**src/rtl/accumulator64.sv**
```systemverilog
// accumulator64: 64-bit accumulator stage around a FullAdder64 ripple adder.
// Operand transactions arrive on a valid/ready handshake; ADD/SUB results are
// captured from the adder after a SETTLE_CYCLES-long settle window, and the
// result is offered downstream on a second valid/ready handshake.
// Optional build macro: ACC_SATURATE_EN clamps Acc on signed overflow
// instead of wrapping.

// One 4-bit ripple slice of the long adder.
module FullAdder4 (
    input  logic [3:0] X,
    input  logic [3:0] Y,
    input  logic       CarryIn,
    output logic [3:0] Sum,
    output logic       CarryOut
);
    logic [4:0] c;

    assign c[0] = CarryIn;

    for (genvar i = 0; i < 4; i++) begin : g_bit
        assign Sum[i]   = X[i] ^ Y[i] ^ c[i];
        assign c[i + 1] = (X[i] & Y[i]) | (c[i] & (X[i] ^ Y[i]));
    end

    assign CarryOut = c[4];
endmodule

// 64-bit ripple adder built from sixteen chained 4-bit slices.
module FullAdder64 (
    input  logic [63:0] X,
    input  logic [63:0] Y,
    input  logic        CarryIn,
    output logic [63:0] Sum,
    output logic        CarryOut
);
    logic [16:0] chain;

    assign chain[0] = CarryIn;

    for (genvar s = 0; s < 16; s++) begin : g_slice
        FullAdder4 u_slice (
            .X        (X[4*s +: 4]),
            .Y        (Y[4*s +: 4]),
            .CarryIn  (chain[s]),
            .Sum      (Sum[4*s +: 4]),
            .CarryOut (chain[s + 1])
        );
    end

    assign CarryOut = chain[16];
endmodule

// Accumulator stage: handshake control, registered adder drive, result capture.
module accumulator64 #(
    parameter int          SETTLE_CYCLES = 2,
    parameter logic [63:0] ACC_INIT      = 64'h0
) (
    input  logic        Clock,
    input  logic        Reset,
    input  logic        InValid,
    output logic        InReady,
    input  logic [1:0]  Op,
    input  logic [63:0] Operand,
    output logic        OutValid,
    input  logic        OutReady,
    output logic [63:0] Acc,
    output logic        CarryFlag,
    output logic        OverflowFlag,
    output logic        ZeroFlag,
    output logic        NegFlag
);
    typedef enum logic [1:0] {
        IDLE,
        SETTLE,
        HOLD
    } state_t;

    localparam logic [1:0] OP_LOAD  = 2'b00;
    localparam logic [1:0] OP_ADD   = 2'b01;
    localparam logic [1:0] OP_SUB   = 2'b10;
    localparam logic [1:0] OP_CLEAR = 2'b11;

    localparam logic [3:0]  CNT_LOAD = 4'(SETTLE_CYCLES - 1);
    localparam logic [63:0] SAT_MAX  = 64'h7FFF_FFFF_FFFF_FFFF;
    localparam logic [63:0] SAT_MIN  = 64'h8000_0000_0000_0000;

    state_t      state;
    logic [3:0]  cnt;
    logic [63:0] adder_x;
    logic [63:0] adder_y;
    logic        adder_cin;
    logic [63:0] sum;
    logic        carry_out;
    logic        sum_ovf;
    logic [63:0] capture_value;

    // The adder only ever sees registered inputs, so its ripple chain has the
    // whole settle window rather than a single clock period.
    FullAdder64 u_adder (
        .X        (adder_x),
        .Y        (adder_y),
        .CarryIn  (adder_cin),
        .Sum      (sum),
        .CarryOut (carry_out)
    );

    // Signed overflow detection and the value Acc takes at an ADD/SUB capture.
    always_comb begin
        // NOTE: every output of a combinational block gets a default first so no latch is inferred.
        capture_value = sum;
        sum_ovf       = (adder_x[63] == adder_y[63]) && (sum[63] != adder_x[63]);
`ifdef ACC_SATURATE_EN
        if (sum_ovf) begin
            capture_value = adder_x[63] ? SAT_MIN : SAT_MAX;
        end
`else
        capture_value = sum;
`endif
    end

    // Control FSM plus every registered output; Acc changes only at LOAD/CLEAR
    // acceptance and at the end of the settle window.
    always_ff @(posedge Clock) begin
        // NOTE: sequential state uses non-blocking assignments so all registers update together at the edge.
        if (Reset) begin
            state        <= IDLE;
            cnt          <= '0;
            adder_x      <= '0;
            adder_y      <= '0;
            adder_cin    <= 1'b0;
            Acc          <= ACC_INIT;
            ZeroFlag     <= (ACC_INIT == 64'h0);
            NegFlag      <= ACC_INIT[63];
            CarryFlag    <= 1'b0;
            OverflowFlag <= 1'b0;
            OutValid     <= 1'b0;
            InReady      <= 1'b0;
        end else begin
            case (state)
                IDLE: begin
                    if (!InReady) begin
                        // First idle cycle after reset: open the input port.
                        InReady <= 1'b1;
                    end else if (InValid) begin
                        InReady <= 1'b0;
                        adder_x <= Acc;
                        case (Op)
                            OP_LOAD: begin
                                Acc          <= Operand;
                                ZeroFlag     <= (Operand == 64'h0);
                                NegFlag      <= Operand[63];
                                CarryFlag    <= 1'b0;
                                OverflowFlag <= 1'b0;
                                OutValid     <= 1'b1;
                                state        <= HOLD;
                            end
                            OP_CLEAR: begin
                                Acc          <= ACC_INIT;
                                ZeroFlag     <= (ACC_INIT == 64'h0);
                                NegFlag      <= ACC_INIT[63];
                                CarryFlag    <= 1'b0;
                                OverflowFlag <= 1'b0;
                                OutValid     <= 1'b1;
                                state        <= HOLD;
                            end
                            OP_ADD: begin
                                adder_y   <= Operand;
                                adder_cin <= 1'b0;
                                cnt       <= CNT_LOAD;
                                state     <= SETTLE;
                            end
                            default: begin
                                // SUB: two's complement via inverted operand plus carry-in.
                                adder_y   <= ~Operand;
                                adder_cin <= 1'b1;
                                cnt       <= CNT_LOAD;
                                state     <= SETTLE;
                            end
                        endcase
                    end
                end
                SETTLE: begin
                    if (cnt == 4'd0) begin
                        Acc          <= capture_value;
                        ZeroFlag     <= (capture_value == 64'h0);
                        NegFlag      <= capture_value[63];
                        CarryFlag    <= carry_out;
                        OverflowFlag <= sum_ovf;
                        OutValid     <= 1'b1;
                        state        <= HOLD;
                    end else begin
                        cnt <= cnt - 4'd1;
                    end
                end
                HOLD: begin
                    if (OutReady) begin
                        OutValid <= 1'b0;
                        InReady  <= 1'b1;
                        state    <= IDLE;
                    end
                end
                default: begin
                    state <= IDLE;
                end
            endcase
        end
    end
endmodule

```
**config.mk**
```make
export PLATFORM = sky130hd
export DESIGN_NAME = accumulator64
export DESIGN_NICKNAME = d
export VERILOG_FILES = /design/src/rtl/accumulator64.sv
export SDC_FILE = /design/constraint.sdc
export NUM_CORES = 1
export LEC_CHECK = 0
export ABC_AREA = 0
export ABC_CLOCK_PERIOD_IN_PS = 26600
export BUFFER_PORTS_ARGS = -buffer_cell sky130_fd_sc_hd__buf_4
export CORE_ASPECT_RATIO = 0.9
export CORE_MARGIN = 4
export CORE_UTILIZATION = 45
export CTS_CLUSTER_SIZE = 40
export DETAILED_ROUTE_END_ITERATION = 16
export GPL_TIMING_DRIVEN = 0
export PLACE_DENSITY_LB_ADDON = 0.2
export SLEW_MARGIN = 20
export SYNTH_ARGS = -nofsm -noshare
export SYNTH_HDL_FRONTEND = slang
export SYNTH_HIERARCHICAL = 1
export SYNTH_SLANG_ARGS = --single-unit
export TNS_END_PERCENT = 10
```
**constraint.sdc**
```tcl
create_clock -name Clock -period 26.6 [get_ports Clock]
set_input_delay 2.66 -clock Clock [delete_from_list [all_inputs] [get_ports Clock]]
set_output_delay 2.66 -clock Clock [all_outputs]
set_load 0.03 [all_outputs]
```
# After elaboration in Yosys (flattened, before gate mapping)
# Index checks and enable logic that the tools add are counted.
word_totals:
  ff_bits: 205
  input_bits: 70
  output_inout_bits: 70
  wordCells: 412
classes:
  n_addsub: 1
  n_eq_ne: 14
  muxes: 45
  bitwise: 322
  reduce_logical: 18
op_table:
  columns: ["operator", "n"]
  rows:
  - ["case mux 64 bit (2 select lines)", 3]
  - ["2-to-1 mux 64 bit", 3]
  - ["bitwise AND 1 bit", 128]
  - ["zero test 64 bit", 2]
  - ["XOR 1 bit", 128]
  - ["inverter 64 bit", 1]
  - ["OR 1 bit", 64]
  - ["2-to-1 mux 1 bit", 19]
  - ["2-to-1 mux 4 bit", 4]
  - ["case mux 1 bit (2 select lines)", 8]
  - ["AND reduction 5 bit", 3]
  - ["inequality test 2 bit, second input constant", 7]
  - ["2-to-1 mux 2 bit", 5]
  - ["case mux 4 bit (2 select lines)", 1]
  - ["AND reduction 4 bit", 2]
  - ["case mux 2 bit (3 select lines)", 1]
  - ["AND reduction 6 bit", 1]
  - ["equality test 2 x 1 -> 1 bit, second input constant", 2]
  - ["equality test 2 bit, second input constant", 2]
  - ["zero test 2 bit", 2]
  - ["zero test 4 bit", 1]
  - ["nonzero test 2 bit", 2]
  - ["subtractor 4 x 1 -> 4 bit, second input constant", 1]
  - ["inequality test 3 x 1 -> 1 bit, second input constant", 1]
  - ["other kinds (9)", 9]

# Longest topological paths before layout
depth:
  ltp_word: 132
  mapped_depth: 133
  ltp_nobuf: 133

# Modules after synthesis
# Netlist, hierarchy kept.
modules_own_cells:
  columns: ["module", "instances", "cells_each", "area_each_um2", "seq_area_each_um2"]
  rows:
  - ["accumulator64", 1, 1114, 9001.1, 4083.9]
  - ["FullAdder4", 16, 14, 117.6, 0.0]

# Least setup slack after synthesis
# No wires, ideal clock.
synth_path:
  path_kind: "register to register"
  startpoint: "reg adder_x[0]"
  endpoint: "reg OverflowFlag"
  setup_ps: 128
  t_arrival_ps: 20299
  required_ps: 26472
  path_slack_ps: 6173
  path_stages_with_launch: 134
  n_path_buf: 0
  synth_period_minus_slack_ps: 20427
  path_cell_list: "dfxtp_1 > fa_1 > inv_1 > fa_1 > inv_1 > fa_1 > inv_1 > fa_1 > inv_1 > fa_1 > inv_1 > fa_1 > inv_1 > fa_1 > inv_1 > fa_1 > inv_1 > fa_1 > (+98 left out) > inv_1 > fa_1 > inv_1 > fa_1 > inv_1 > fa_1 > inv_1 > fa_1 > inv_1 > fa_1 > inv_1 > fa_1 > inv_1 > and3b_1 > a21oi_1 > nor4_1 > a21oi_1 > nor2_1"
synth_via:
  elab_chain_len: 132
  word_cells_on_any_way: 133
  cone_classes: "eq/ne: 1; mux: 2; bitwise: 129; reduce/logical: 1"
synth_lines:
  columns: ["item", "line", "text"]
  rows:
  - ["start, declared", "89", "logic [63:0] adder_x;"]
  - ["start signal, assigned", "128", "adder_x <= '0;"]
  - ["start signal, assigned", "146", "adder_x <= Acc;"]
  - ["XOR 1 bit", "22", "assign c[i + 1] = (X[i] & Y[i]) | (c[i] & (X[i] ^ Y[i]));"]
  - ["bitwise AND 1 bit", "22", null]
  - ["OR 1 bit *", "22", null]
  - ["bitwise AND 1 bit *", "22", null]
  - ["OR 1 bit *", "22", null]
  - ["bitwise AND 1 bit *", "22", null]
  - ["OR 1 bit *", "22", null]
  - ["bitwise AND 1 bit *", "22", null]
  - ["(+1 left out)", null, null]
  - ["via u_adder.chain[1]", "36", "logic [16:0] chain;"]
  - ["(+8 left out)", null, null]
  - ["via u_adder.chain[2]", "36", null]
  - ["(+8 left out)", null, null]
  - ["via u_adder.chain[3]", "36", null]
  - ["(+8 left out)", null, null]
  - ["via u_adder.chain[4]", "36", null]
  - ["(+8 left out)", null, null]
  - ["via u_adder.chain[5]", "36", null]
  - ["(+8 left out)", null, null]
  - ["via u_adder.chain[6]", "36", null]
  - ["(+8 left out)", null, null]
  - ["via u_adder.chain[7]", "36", null]
  - ["(+8 left out)", null, null]
  - ["via u_adder.chain[8]", "36", null]
  - ["(+8 left out)", null, null]
  - ["via u_adder.chain[9]", "36", null]
  - ["(+8 left out)", null, null]
  - ["via u_adder.chain[10]", "36", null]
  - ["(+8 left out)", null, null]
  - ["via u_adder.chain[11]", "36", null]
  - ["(+8 left out)", null, null]
  - ["via u_adder.chain[12]", "36", null]
  - ["(+8 left out)", null, null]
  - ["via u_adder.chain[13]", "36", null]
  - ["(+8 left out)", null, null]
  - ["via u_adder.chain[14]", "36", null]
  - ["(+8 left out)", null, null]
  - ["via u_adder.chain[15]", "36", null]
  - ["(+4 left out)", null, null]
  - ["bitwise AND 1 bit *", "22", null]
  - ["OR 1 bit *", "22", null]
  - ["XOR 1 bit *", "21", "assign Sum[i] = X[i] ^ Y[i] ^ c[i];"]
  - ["via capture_value[63]", "95", "logic [63:0] capture_value;"]
  - ["inequality test 1 bit *", "111", "sum_ovf = (adder_x[63] == adder_y[63]) && (sum[63] != adder_x[63]);"]
  - ["logical AND 1 bit *", "111", null]
  - ["2-to-1 mux 1 bit *", "183", "if (cnt == 4'd0) begin"]
  - ["case mux 1 bit (2 select lines) *", "139", "case (state)"]
  - ["end signal, assigned", "188", "OverflowFlag <= sum_ovf;"]
  - ["end, declared", "68", "output logic OverflowFlag,"]
# Mark *: on every way through the listed nets, which the timed path passes. The rest lies on a longest branch. The select of a mux whose other input is x is not followed.
# A chain may end at the register's enable or synchronous reset.

# Final worst setup path
layout_path:
  startpoint: "reg adder_cin"
  endpoint: "reg ZeroFlag"
layout_via:
  elab_chain_len: 130
  word_cells_on_any_way: 193
  cone_classes: "mux: 2; bitwise: 190; reduce/logical: 1"
layout_lines:
  columns: ["item", "line", "text"]
  rows:
  - ["start, declared", "91", "logic adder_cin;"]
  - ["start signal, assigned", "130", "adder_cin <= 1'b0;"]
  - ["start signal, assigned", "168", "adder_cin <= 1'b0;"]
  - ["start signal, assigned", "175", "adder_cin <= 1'b1;"]
  - ["bitwise AND 1 bit", "22", null]
  - ["OR 1 bit", "22", null]
  - ["bitwise AND 1 bit", "22", null]
  - ["OR 1 bit", "22", null]
  - ["bitwise AND 1 bit", "22", null]
  - ["OR 1 bit", "22", null]
  - ["bitwise AND 1 bit", "22", null]
  - ["OR 1 bit", "22", null]
  - ["via u_adder.chain[1]", "36", null]
  - ["(+8 left out)", null, null]
  - ["via u_adder.chain[2]", "36", null]
  - ["(+8 left out)", null, null]
  - ["via u_adder.chain[3]", "36", null]
  - ["(+8 left out)", null, null]
  - ["via u_adder.chain[4]", "36", null]
  - ["(+8 left out)", null, null]
  - ["via u_adder.chain[5]", "36", null]
  - ["(+8 left out)", null, null]
  - ["via u_adder.chain[6]", "36", null]
  - ["(+8 left out)", null, null]
  - ["via u_adder.chain[7]", "36", null]
  - ["(+8 left out)", null, null]
  - ["via u_adder.chain[8]", "36", null]
  - ["(+8 left out)", null, null]
  - ["via u_adder.chain[9]", "36", null]
  - ["(+8 left out)", null, null]
  - ["via u_adder.chain[10]", "36", null]
  - ["(+8 left out)", null, null]
  - ["via u_adder.chain[11]", "36", null]
  - ["(+8 left out)", null, null]
  - ["via u_adder.chain[12]", "36", null]
  - ["(+8 left out)", null, null]
  - ["via u_adder.chain[13]", "36", null]
  - ["(+8 left out)", null, null]
  - ["via u_adder.chain[14]", "36", null]
  - ["(+8 left out)", null, null]
  - ["via u_adder.chain[15]", "36", null]
  - ["(+3 left out)", null, null]
  - ["OR 1 bit", "22", null]
  - ["bitwise AND 1 bit", "22", null]
  - ["OR 1 bit", "22", null]
  - ["XOR 1 bit", "21", null]
  - ["via capture_value[63]", "95", null]
  - ["zero test 64 bit", "185", "ZeroFlag <= (capture_value == 64'h0);"]
  - ["2-to-1 mux 1 bit", "183", null]
  - ["case mux 1 bit (2 select lines)", "139", null]
  - ["end signal, assigned", "150", "ZeroFlag <= (Operand == 64'h0);"]
  - ["end signal, assigned", "159", "ZeroFlag <= (ACC_INIT == 64'h0);"]
  - ["end signal, assigned", "185", null]
  - ["end, declared", "69", "output logic ZeroFlag,"]
# The timed path passes the listed nets, and every way through them passes these cells. The select of a mux whose other input is x is not followed.

==> impl_results.md <==
* Status: finished, final reports clean
* First-pass GRT wire length at 49,880 um
* FF-to-FF Start: adder_cin$_SDFFE_PP0P_
* Rows at 53
* Sequential Area at 4084 um2
* Core footprint at 23,610 um2
* Relative slew slack at 0.2703
* Critical path required time at 27.05 ns
* Number of global-route vias before repair at 9,116
* # diodes at 0
* Crit Reg-Reg Endpoint: ZeroFlag$_SDFFE_PP1P_
* Period utilisation layout at 0.8489
* Gr usage total at 0.2353
* Pwr dens at 60.94 nW/um2
* Clk sinks at 204
* Initial core utilization at 0.4610
* Post-Route Setup TNS at 0 ns
* Synth Area in Compound Gates at 0.1561
* Post-place setup slack at 4.188 ns
* Final min period at 22.58 ns
* Setup crit end kind: flip-flop
* Adder-cell share of the synthesized area at 0.1235
* Worst R2R Path Depth at 133
* Vias at 9,397
* Max-cap violations at 0
* Post-synth top cells: nand2_1 (262), dfxtp_1 (204), a21oi_1 (198), inv_1 (167), nor2_1 (74)
* Syn-to-layout area delta at 19.69%
* Postcts setup bufs at 0
* Die X at 171.9 um
* Peak supply drop at 0.03915 mV
* Die Y-Extent at 155.5 um
* Root buffer cell: clkbuf_16
* Simple-gate area share of the yosys netlist at 0.1981
* Largest net degree at the start of global routing at 14
* Unrepaired setup endpoints after global routing: no
* Final Skew at 0.009845 ns
* Cells after Synth at 1,338
* Drt total wl at 31,880 um
* EDFF count, synth at 0
* Hold Vio Cnt, Final at 0
* Syn Nets at 1,477
* Crit-path slowest cell: nor4_1
* Fillers at 2,270
* Worst-Skew Late Latency at 0.51 ns
* Routability cong. at 0.8754
* Share of layout cells above drive strength 1 at 0.1523
* Wire per inst at 17.53 um
* Yosys top cell area share at 0.3753
* DRT antenna net count at 0
* CTS-repair resized insts at 0
* Hold Startpoint: adder_y[55]$_SDFFE_PP0P_
* Worst Max-Slew Pin Slew at 1.085 ns
* Largest family of logic cells by synthesized area: simple AND/OR/NAND/NOR gates
* CTS Buf Count at 23
* Yosys warnings at 6
* Maximum clock insertion buffer count at 3
* Cell taking the most area after synthesis: dfxtp_1
* Post-Synth XOR/XNOR Area at 0.05312
* I/O Buffers at 138
* Top post-synthesis cells by area: dfxtp_1 (38%), fa_1 (12%), a21oi_1 (9.1%), nand2_1 (9.0%), inv_1 (5.8%)
* Async SR Flop Fraction at 0
* Crit start category: flip-flop
* DR pass1 iterations at 6
* NumNets Final at 1,640
* R2R Setup Slk at 4.02 ns
* Initial antenna violation count at 0
* Crit path DAT at 23.03 ns
* Fmax at 0.04428 GHz
* WS Path Type: reg -> reg
* DP HPWL at 24,490 um
* Top-count cell post-synth: nand2_1
* Mux cell area share after synthesis at 0
* Multi-input logic area at 5777 um2
* Io pins at 140
* Leakage at 5.013 nW
* Worst Hold Class: reg -> reg
* DRC viols at 0
* Worst Hold Depth at 2
* Clock transition at path regs at 0.06 ns
* H-Tree Depth at 1
* Final worst slack at 4.018 ns
* Hold Crit Endpoint: adder_y[55]$_SDFFE_PP0P_
* Avg Cell Area, Syn at 8.134 um2
* Cts hold-fix bufs at 0
* Main flop type after synthesis: dfxtp_1
* Slowest cell delay on critical path at 0.70 ns
* Setup violations, final at 0
* Die area at 26,740 um2
* CTS tree: done
* Overflow after GRT at 0
* Via/cell ratio at 5.166
* Pins Over Slew Limit at 0
* Sequential share of the synthesized area at 0.3753
* CP Max Fanout at 4
* Syn Std Cell Area at 10,880 um2
* FF+latch count, synth at 204
* First DRT Iteration DRCs at 663
* Synth cell types at 33
-- layout by cell type, fill, tap and decap left out, types with 7 or more instances in the layout --
cell,n
fa_1,64
inv_1,167
clkbuf_16,23
buf_2,16
a21oi_1,198
nor3b_1,65
buf_1,13
xnor2_1,66
clkinv_2,8
a211oi_1,37
nand2_1,262
a211oi_2,32
nor2_1,74
nor4_1,34
dfxtp_1,204
buf_4,142
nand4_1,7
clkbuf_1,66
-- cell families (layout without fill, tap and decap cells) --
logic type / Yosys count / in the layout
compound gates: 271 / 271
xor+xnor: 66 / 66
fa+ha+maj: 69 / 69
buf+inv: 263 / 442
flops: 204 / 204
simple gates: 465 / 465
-- state kept, by name, indices dropped and copies added (netlist names), 2 cells and up --
name and flops:
Acc 64, adder_x 64, adder_y 64, cnt 4
state 2
-- power by group --
part	total [W]	internal [W]	switching (W)
Clock	0.000310	0.000180	0.000130
Sequential	0.000334	0.000322	0.0000125
Combinational	0.000150	0.0000548	0.0000950
Total	0.000794	0.000556	0.000238
-- worst max-delay path by stage --
stage	from	to	slack, ns	depth (start not counted)
2_1_floorplan	adder_x[0]$_SDFFE_PP0P_	OverflowFlag$_SDFFE_PP0P_	6.17	133
3_3_place_gp	adder_cin$_SDFFE_PP0P_	ZeroFlag$_SDFFE_PP1P_	4.41	133
3_5_place_dp	adder_x[0]$_SDFFE_PP0P_	ZeroFlag$_SDFFE_PP1P_	4.19	133
4_1_cts	adder_x[0]$_SDFFE_PP0P_	ZeroFlag$_SDFFE_PP1P_	4.15	133
5_1_grt	adder_x[0]$_SDFFE_PP0P_	ZeroFlag$_SDFFE_PP1P_	2.65	133
6_report	adder_cin$_SDFFE_PP0P_	ZeroFlag$_SDFFE_PP1P_	4.02	133
-- layout make-up --
class                           count  share of cell area
Inverter                          167             0.04812
Timing Repair Buffer              138             0.07953
Buffer                             96             0.03035
Clock buffer                       30             0.04927
Sequential cell                   204              0.3135
Clock inverter                     11            0.006724
Multi-Input combinational cell    871              0.4435
Tap cell                          302             0.02901
-- layer usage --
| metal | vias up | part of all wire | track usage | routed length, um |
|---|---|---|---|---|
| met5 | - | 0.00091 | 0.009058 | 29 |
| met3 | 50 | 0.069 | 0.03927 | 2205 |
| met1 | 4398 | 0.47 | 0.3461 | 14970 |
| met4 | 2 | 0.025 | 0.06063 | 803 |
| li1 | 4634 | - | - | - |
| met2 | 313 | 0.44 | 0.3611 | 13870 |
-- per-stage QoR --
stage	total power, W	utilization	instances	area, um2	hold slack [ns]
CTS	0.0007962	0.5518	1819	13030	0.4527
detailed placement	0.0004894	0.5209	1778	12300	0.4449
global placement	0.0004874	0.5209	1778	12300	0.4387
global route	0.0008244	0.5518	1819	13030	0.4647
floorplan	0.0004322	-	1338	10880	0.4319
finish	0.0007939	0.5518	1819	13030	0.4501
-- critical path, delay by kind of cell, from the launching register on --
kind / cells / cell delay, ns
DFF: 1 / 0.37
and+or+nand+nor: 5 / 1.37
adders and majority gates: 64 / 16.65
buffers and inverters: 64 / 4.17
(Power assumes the default switching activity.)
